[src/rtl/uart_rxd.sv]
// uart_rxd: 8N1 UART receiver, data sent MSB first, mid-bit sampling.
//
// Ports
//   clk        system clock, rising edge
//   rst_n      asynchronous active-low reset
//   rxd        asynchronous serial line, idles high
//   q          last received byte, held until the next frame completes
//   valid      one-cycle pulse: q is new and the stop bit was high
//   frame_err  one-cycle pulse: stop bit was sampled low
//   busy       high whenever the FSM is not in IDLE
//
// state     | meaning
// ----------+----------------------------------------------------------
// IDLE      | line idle, waiting for a falling edge on the synced input
// START     | timing to the middle of the start bit to reject glitches
// DATA      | sampling the 8 data bits at mid-bit, MSB first
// STOP      | sampling the stop bit, publishing q and valid/frame_err
// WAIT_IDLE | stop bit was low (framing error/break), wait for line high
module uart_rxd #(
  parameter int CLOCK_FREQUENCY = 100_000_000,
  parameter int BAUD_RATE       = 115_200
) (
  input  logic       clk,
  input  logic       rst_n,
  input  logic       rxd,
  output logic [7:0] q,
  output logic       valid,
  output logic       frame_err,
  output logic       busy
);

  localparam int DIV = CLOCK_FREQUENCY / BAUD_RATE;
  localparam int CW  = $clog2(DIV + 1);

  // cnt is cleared on the edge that enters START, so the start-bit midpoint
  // (DIV/2 edges after entry) is reached when cnt shows DIV/2-1. Every later
  // sample is a full bit period (DIV+1 edges) after the previous one.
  localparam logic [CW-1:0] CNT_START = CW'(DIV / 2 - 1);
  localparam logic [CW-1:0] CNT_BIT   = CW'(DIV);

  typedef enum logic [2:0] {
    IDLE,
    START,
    DATA,
    STOP,
    WAIT_IDLE
  } state_t;

  state_t          state, state_nxt;
  logic            s1, s2, s3;
  logic [CW-1:0]   cnt, cnt_nxt;
  logic [2:0]      bit_cnt, bit_cnt_nxt;
  logic [7:0]      sh, sh_nxt;
  logic [7:0]      q_nxt;
  logic            valid_nxt;
  logic            frame_err_nxt;

  // Two-flop synchronizer plus history flop for edge detection.
  always_ff @(posedge clk or negedge rst_n) begin
    if (!rst_n) begin
      s1 <= 1'b1;
      s2 <= 1'b1;
      s3 <= 1'b1;
    end else begin
      s1 <= rxd;
      s2 <= s1;
      s3 <= s2;
    end
  end

  always_ff @(posedge clk or negedge rst_n) begin
    if (!rst_n) begin
      state     <= IDLE;
      cnt       <= '0;
      bit_cnt   <= '0;
      sh        <= '0;
      q         <= '0;
      valid     <= 1'b0;
      frame_err <= 1'b0;
    end else begin
      state     <= state_nxt;
      cnt       <= cnt_nxt;
      bit_cnt   <= bit_cnt_nxt;
      sh        <= sh_nxt;
      q         <= q_nxt;
      valid     <= valid_nxt;
      frame_err <= frame_err_nxt;
    end
  end

  always_comb begin
    state_nxt     = state;
    cnt_nxt       = (state == IDLE) ? '0 : cnt + CW'(1);
    bit_cnt_nxt   = bit_cnt;
    sh_nxt        = sh;
    q_nxt         = q;
    valid_nxt     = 1'b0;
    frame_err_nxt = 1'b0;

    case (state)
      IDLE: begin
        if (s3 && !s2) begin
          state_nxt = START;
          cnt_nxt   = '0;
        end
      end

      START: begin
        if (cnt == CNT_START) begin
          cnt_nxt = '0;
          if (!s2) begin
            state_nxt   = DATA;
            bit_cnt_nxt = '0;
          end else begin
            state_nxt = IDLE;
          end
        end
      end

      DATA: begin
        if (cnt == CNT_BIT) begin
          sh_nxt  = {sh[6:0], s2};
          cnt_nxt = '0;
          if (bit_cnt == 3'd7) begin
            state_nxt = STOP;
          end else begin
            bit_cnt_nxt = bit_cnt + 3'd1;
          end
        end
      end

      STOP: begin
        if (cnt == CNT_BIT) begin
          q_nxt   = sh;
          cnt_nxt = '0;
          if (s2) begin
            valid_nxt = 1'b1;
            state_nxt = IDLE;
          end else begin
            frame_err_nxt = 1'b1;
            state_nxt     = WAIT_IDLE;
          end
        end
      end

      WAIT_IDLE: begin
        // A held-low line stays here, so a break gives one frame_err only.
        if (s2) begin
          state_nxt = IDLE;
          cnt_nxt   = '0;
        end
      end

      default: begin
        state_nxt = IDLE;
        cnt_nxt   = '0;
      end
    endcase
  end

  assign busy = (state != IDLE);

endmodule

[config.mk]
export PLATFORM = sky130hd
export DESIGN_NAME = uart_rxd
export DESIGN_NICKNAME = d
export VERILOG_FILES = /design/src/rtl/uart_rxd.sv
export SDC_FILE = /design/constraint.sdc
export NUM_CORES = 1
export LEC_CHECK = 0
export ABC_AREA = 1
export CELL_PAD_IN_SITES_DETAIL_PLACEMENT = 1
export CELL_PAD_IN_SITES_GLOBAL_PLACEMENT = 1
export CORE_ASPECT_RATIO = 0.75
export CORE_MARGIN = 4
export CORE_UTILIZATION = 40
export CTS_CLUSTER_SIZE = 28
export DETAILED_ROUTE_END_ITERATION = 8
export PLACE_DENSITY = 0.81
export SYNTH_ARGS = -nofsm -noshare
export SYNTH_HDL_FRONTEND = slang
export SYNTH_SLANG_ARGS = --single-unit
[constraint.sdc]
create_clock -name clk -period 2.3 [get_ports clk]
set_clock_uncertainty 0.15 [all_clocks]
set_input_delay 0.575 -clock clk [delete_from_list [all_inputs] [get_ports clk]]
set_output_delay 0.575 -clock clk [all_outputs]
set_load 0.01 [all_outputs]
== Word level (Yosys, flattened, before mapping) ==
Index checks and enable logic that the tools add are counted.
Widths: inputs -> output; s select.
Storage, ports and cells
  flip-flop bits (word level): 37
  bits of input ports: 3
  output and inout port bits: 11
  word-level logic and storage cells: 63
Cells by class
  add/sub/neg operators: 2
  equal/unequal tests: 15
  multiplexer cells: 26
  reduce and logical (&&, ||, !) cells: 10
Operator list (number)
  $mux 10: 5
  $pmux 10 s4: 1
  $mux 3: 11
  $pmux 3 s5: 1
  $ne 2x2->1 const B: 7
  $add 10x1->10 const B: 1
  $eq 10x10->1 const B: 1
  $eq 10x9->1 const B: 1
  $eq 3x2->1 const B: 2
  $eq 3x3->1 const B: 2
  $mux 1: 6
  $pmux 3 s2: 1
  $reduce_and 6->1: 1
  $reduce_and 5->1: 1
  $reduce_and 2->1: 2
  $add 3x1->3 const B: 1
  $eq 3x1->1 const B: 1
  $logic_not 3->1: 1
  $reduce_bool 3->1: 1
  $mux 2: 1
  $ne 2x1->1 const B: 1
  $reduce_bool 2->1: 1
  $reduce_or 2->1: 1
  $logic_and 1x1->1: 1
  $logic_not 1->1: 1

== Longest topological paths before layout ==
  word-level depth: 4
  depth in mapped cells: 9
  depth with buffers taken out: 9

== Least setup slack after synthesis ==
Ideal clock, no wire load.
  path type: reg-to-reg
  start point: reg cnt[0]
  end point: reg sh[3]
  library setup time: 0.126 ns
  arrival time: 1.297 ns
  data required time: 2.024 ns
  setup slack: 0.727 ns
  cell stages (with the launch flop): 9
  path buffers: 1
  period minus slack after synthesis: 1.573 ns
  path through: dfrtp_1 -> inv_1 -> ha_1 -> nand2_1 -> nor2_4 -> nand3_4 -> nor2_8 -> buf_12 -> o21ai_0
On the way
  cells in the longest elaborated chain, start to end: 2
Ends and longest elaborated chain
  from (decl): line 51  | logic [CW-1:0] cnt, cnt_nxt;
  from (signal assigned): line 82  | cnt <= cnt_nxt;
  $eq 10x10->1: line 121  | if (cnt == CNT_BIT) begin
  $reduce_and 2->1 (no source line)
  to (signal assigned): line 84  | sh <= sh_nxt;
  to (decl): line 53  | logic [7:0] sh, sh_nxt;
No other way between the ends.
A chain may end at the register's enable or synchronous reset.

== Worst setup path in the final report ==
  start point: reg state[1]
  end point: out busy
On the way
  cells in the longest elaborated chain, start to end: 1
Ends and longest elaborated chain
  from (decl): line 49  | state_t state, state_nxt;
  from (signal assigned): line 81  | state <= state_nxt;
  $reduce_bool 3->1: line 161  | assign busy = (state != IDLE);
  to (decl): line 29  | output logic busy
No other way between the ends.

==> metrics.md <==
| Metric | Value |
|---|---|
| Sum of buffers and inverters on the critical path | `1` |
| Final std cells w/o fill | `287` |
| # resized after CTS | `0` |
| Synth unique cells | `26` |
| Share of cells above drive strength 1 | `0.170` |
| EDFF count, synth | `0` |
| Die width | `86.6 um` |
| Post-route setup slack | `0.113 ns` |
| Global-route wire length before repair | `7.11 mm` |
| Root buf cell | `clkbuf_8` |
| IO buf count | `13` |
| Row cnt | `21` |
| Critical Path Start Type | `register` |
| Grt ovf | `0` |
| Max stage delay on crit path | `0.48 ns` |
| Post-route DRC violation count | `0` |
| # setup viols final | `0` |
| Leak pwr | `1.10 nW` |
| Core area | `0.00447 sq mm` |
| Cts bufs inserted | `5` |
| Worst-Margin Slew | `0.480 ns` |
| Avg Cell Area, Syn | `8.86 sq um` |
| Worst-Skew Late Latency | `0.29 ns` |
| Sequential element share of the synthesized area | `0.502` |
| Via count of the first global-routing pass | `1456` |
| Critical Path Sink Type | `output port` |
| Slowest cell on crit path | `clkdlybuf4s50_1` |
| #FFs+latches synth | `37` |
| Max Cap Viol | `0` |
| RSZ-0062 raised after global routing | `false` |
| H-tree depth | `2` |
| Synth top area share | `0.459` |
| PwrDens | `788 mW/mm^2` |
| I/O pin total | `14` |
| Max clock buf depth | `2` |
| Ys async rst share | `1.00` |
| Total Power | `0.00167 W` |
| Largest net degree at the start of global routing | `38` |
| DR vias | `1349` |
| Crit-path max FO | `6` |
| Avg WL per Cell | `14.0 um` |
| Setup Crit Path Kind | `reg -> out` |
| Post-Syn Area | `0.00185 sq mm` |
| Max-slew violation count | `0` |
| Tightest Hold Check Type | `in -> async` |
| Synth warnings | `0` |
| # placed instances | `279` |
| TNS Setup | `0 ns` |
| Fill cells | `549` |
| TritonCTS clock tree | `yes` |
| Post-DR vias/cell | `4.70` |
| Crit-path cells | `nor2_1, nand2_1, clkdlybuf4s50_1` |
| Max transition margin | `0.680` |
| Leading area contributor after synthesis | `dfrtp_1` |
| Die height | `66.9 um` |
| Final wirelength | `4.01 mm` |
| Crit path max-delay family | `buffers and inverters` |
| Main synth FF type | `dfrtp_1` |
| Peak VDD IR | `0.000336 V` |
| Die area | `0.00579 sq mm` |
| Initial Utilization | `0.415` |
| Post-route antenna net violation count | `0` |
| Max frequency | `457 MHz` |
| Setup WS pre-CTS | `0.441 ns` |
| RePlAce Congestion | `0.802` |
| Final period util | `0.951` |
| Antenna diodes | `0` |
| Mapped Cells | `209` |
| Post-CTS Setup Bufs | `0` |
| Syn nets | `217` |
| CP required | `1.57 ns` |
| Area growth, synth to finish | `14.6%` |
| GRT Total Usage | `0.160` |
| Most frequent cell after synthesis | `nand2_1` |
| Clock Pin Slew Worst Setup and Hold Paths | `0.08 ns` |
| Pre-antenna DRT Iters | `4` |
| Arrival @ worst endpoint | `1.46 ns` |
| Final Hold Vio Count | `0` |
| Synth area leaders | `dfrtp_1 46%, nand2_1 11%, inv_1 6.9%, o21ai_2 4.7%, dfstp_2 4.3%` |
| Crit path time final | `2.19 ns` |
| Initial DRC count | `67` |
| Clock sinks | `37` |
| Post-synth top cells | `55 x nand2_1, 34 x dfrtp_1, 34 x inv_1, 21 x nor2_1, 12 x nand3_1` |
| Number of hold buffers added after cts | `0` |
| Status | `finished clean` |
| Fin Hold WS | `0.168 ns` |
| Post-DP HPWL | `2.83 mm` |
| Initial antenna violation count | `0` |
| Post-layout nets | `237` |
-- area by class of cell --
class | instances | area (sq um) | area share
clock buffer | 5 | 68.8 | 0.0324
clock inverter | 3 | 21.3 | 0.0100
inverter | 36 | 135 | 0.0637
multi-input combinational | 134 | 756 | 0.356
sequential | 37 | 930 | 0.438
tap | 57 | 71.3 | 0.0336
timing repair buffer | 15 | 140 | 0.0660
-- registers in the layout, summed over array words and instances, names as in the netlist --
name / flops
bit_cnt: 3
s3: 1
sh: 8
valid: 1
frame_err: 1
s2: 1
q: 8
state: 3
s1: 1
cnt: 10
-- worst paths after layout --
check,startpoint,endpoint,slack (ns),cells past startpoint
max,state[1],busy,0.11,3
min,rst_n,sh[4],0.17,2
max reg2reg,cnt[1],cnt[2],0.47,9
min reg2reg,s1,s2,0.21,0
max in group asynchronous,rst_n,s3,1.47,2
min in group clk,s1,s2,0.21,0
-- routing by layer --
layer	global-route usage	share of wire
met3	0.0346	0.022
met5	0	0
met2	0.252	0.47
met1	0.217	0.49
met4	0.0525	0.014
-- logic make-up (layout without fill, tap and decap cells) --
family	after synthesis	after routing	synth area share
DFF	37	37	0.502
buffers and inverters	38	59	0.0899
adders and majority gates	5	5	0.0338
AOI/OAI and AO/OA	16	16	0.0676
xor gates and xnor gates	5	5	0.0237
and+or+nand+nor	108	108	0.283
-- placed cells by master, fill, tap and decap left out, types with 2 or more instances in the layout --
cell type and count:
nand2_1 55, inv_1 34, dfrtp_1 34, nor2_1 21
nand3_1 12, clkdlybuf4s50_1 12, o21ai_2 10, nand2_2 5
ha_1 5, clkbuf_8 5, nand4_1 4, xor2_1 3
nor2_4 3, o21ai_0 3, dfstp_2 3, inv_2 2
nor3_1 2, xnor2_1 2, o21a_1 2, buf_4 2
-- where the power goes --
group | internal [W] | total (W) | switching [W] | leakage [nW]
clock network | 0.000215 | 0.000468 | 0.000253 | 0.0445
registers | 0.000700 | 0.000760 | 0.0000601 | 0.500
logic | 0.000137 | 0.000445 | 0.000309 | 0.559
total | 0.00105 | 0.00167 | 0.000621 | 1.10
-- stage by stage --
step | cell area [sq um] | utilization
after floorplan | 1850 | -
after global placement | 2030 | 0.455
after detailed placement | 2030 | 0.455
after CTS | 2120 | 0.475
after global routing | 2120 | 0.475
final | 2120 | 0.475
-- worst reg2reg max path: cells and delay by family (launching register included) --
kind	cells	cell delay (ns)
adder cells (fa/ha/maj)	1	0.16
buffers and inverters	2	0.26
flip-flops	1	0.40
AND/OR/NAND/NOR	6	0.75
Note: power is estimated with default switching activity, not from simulation.
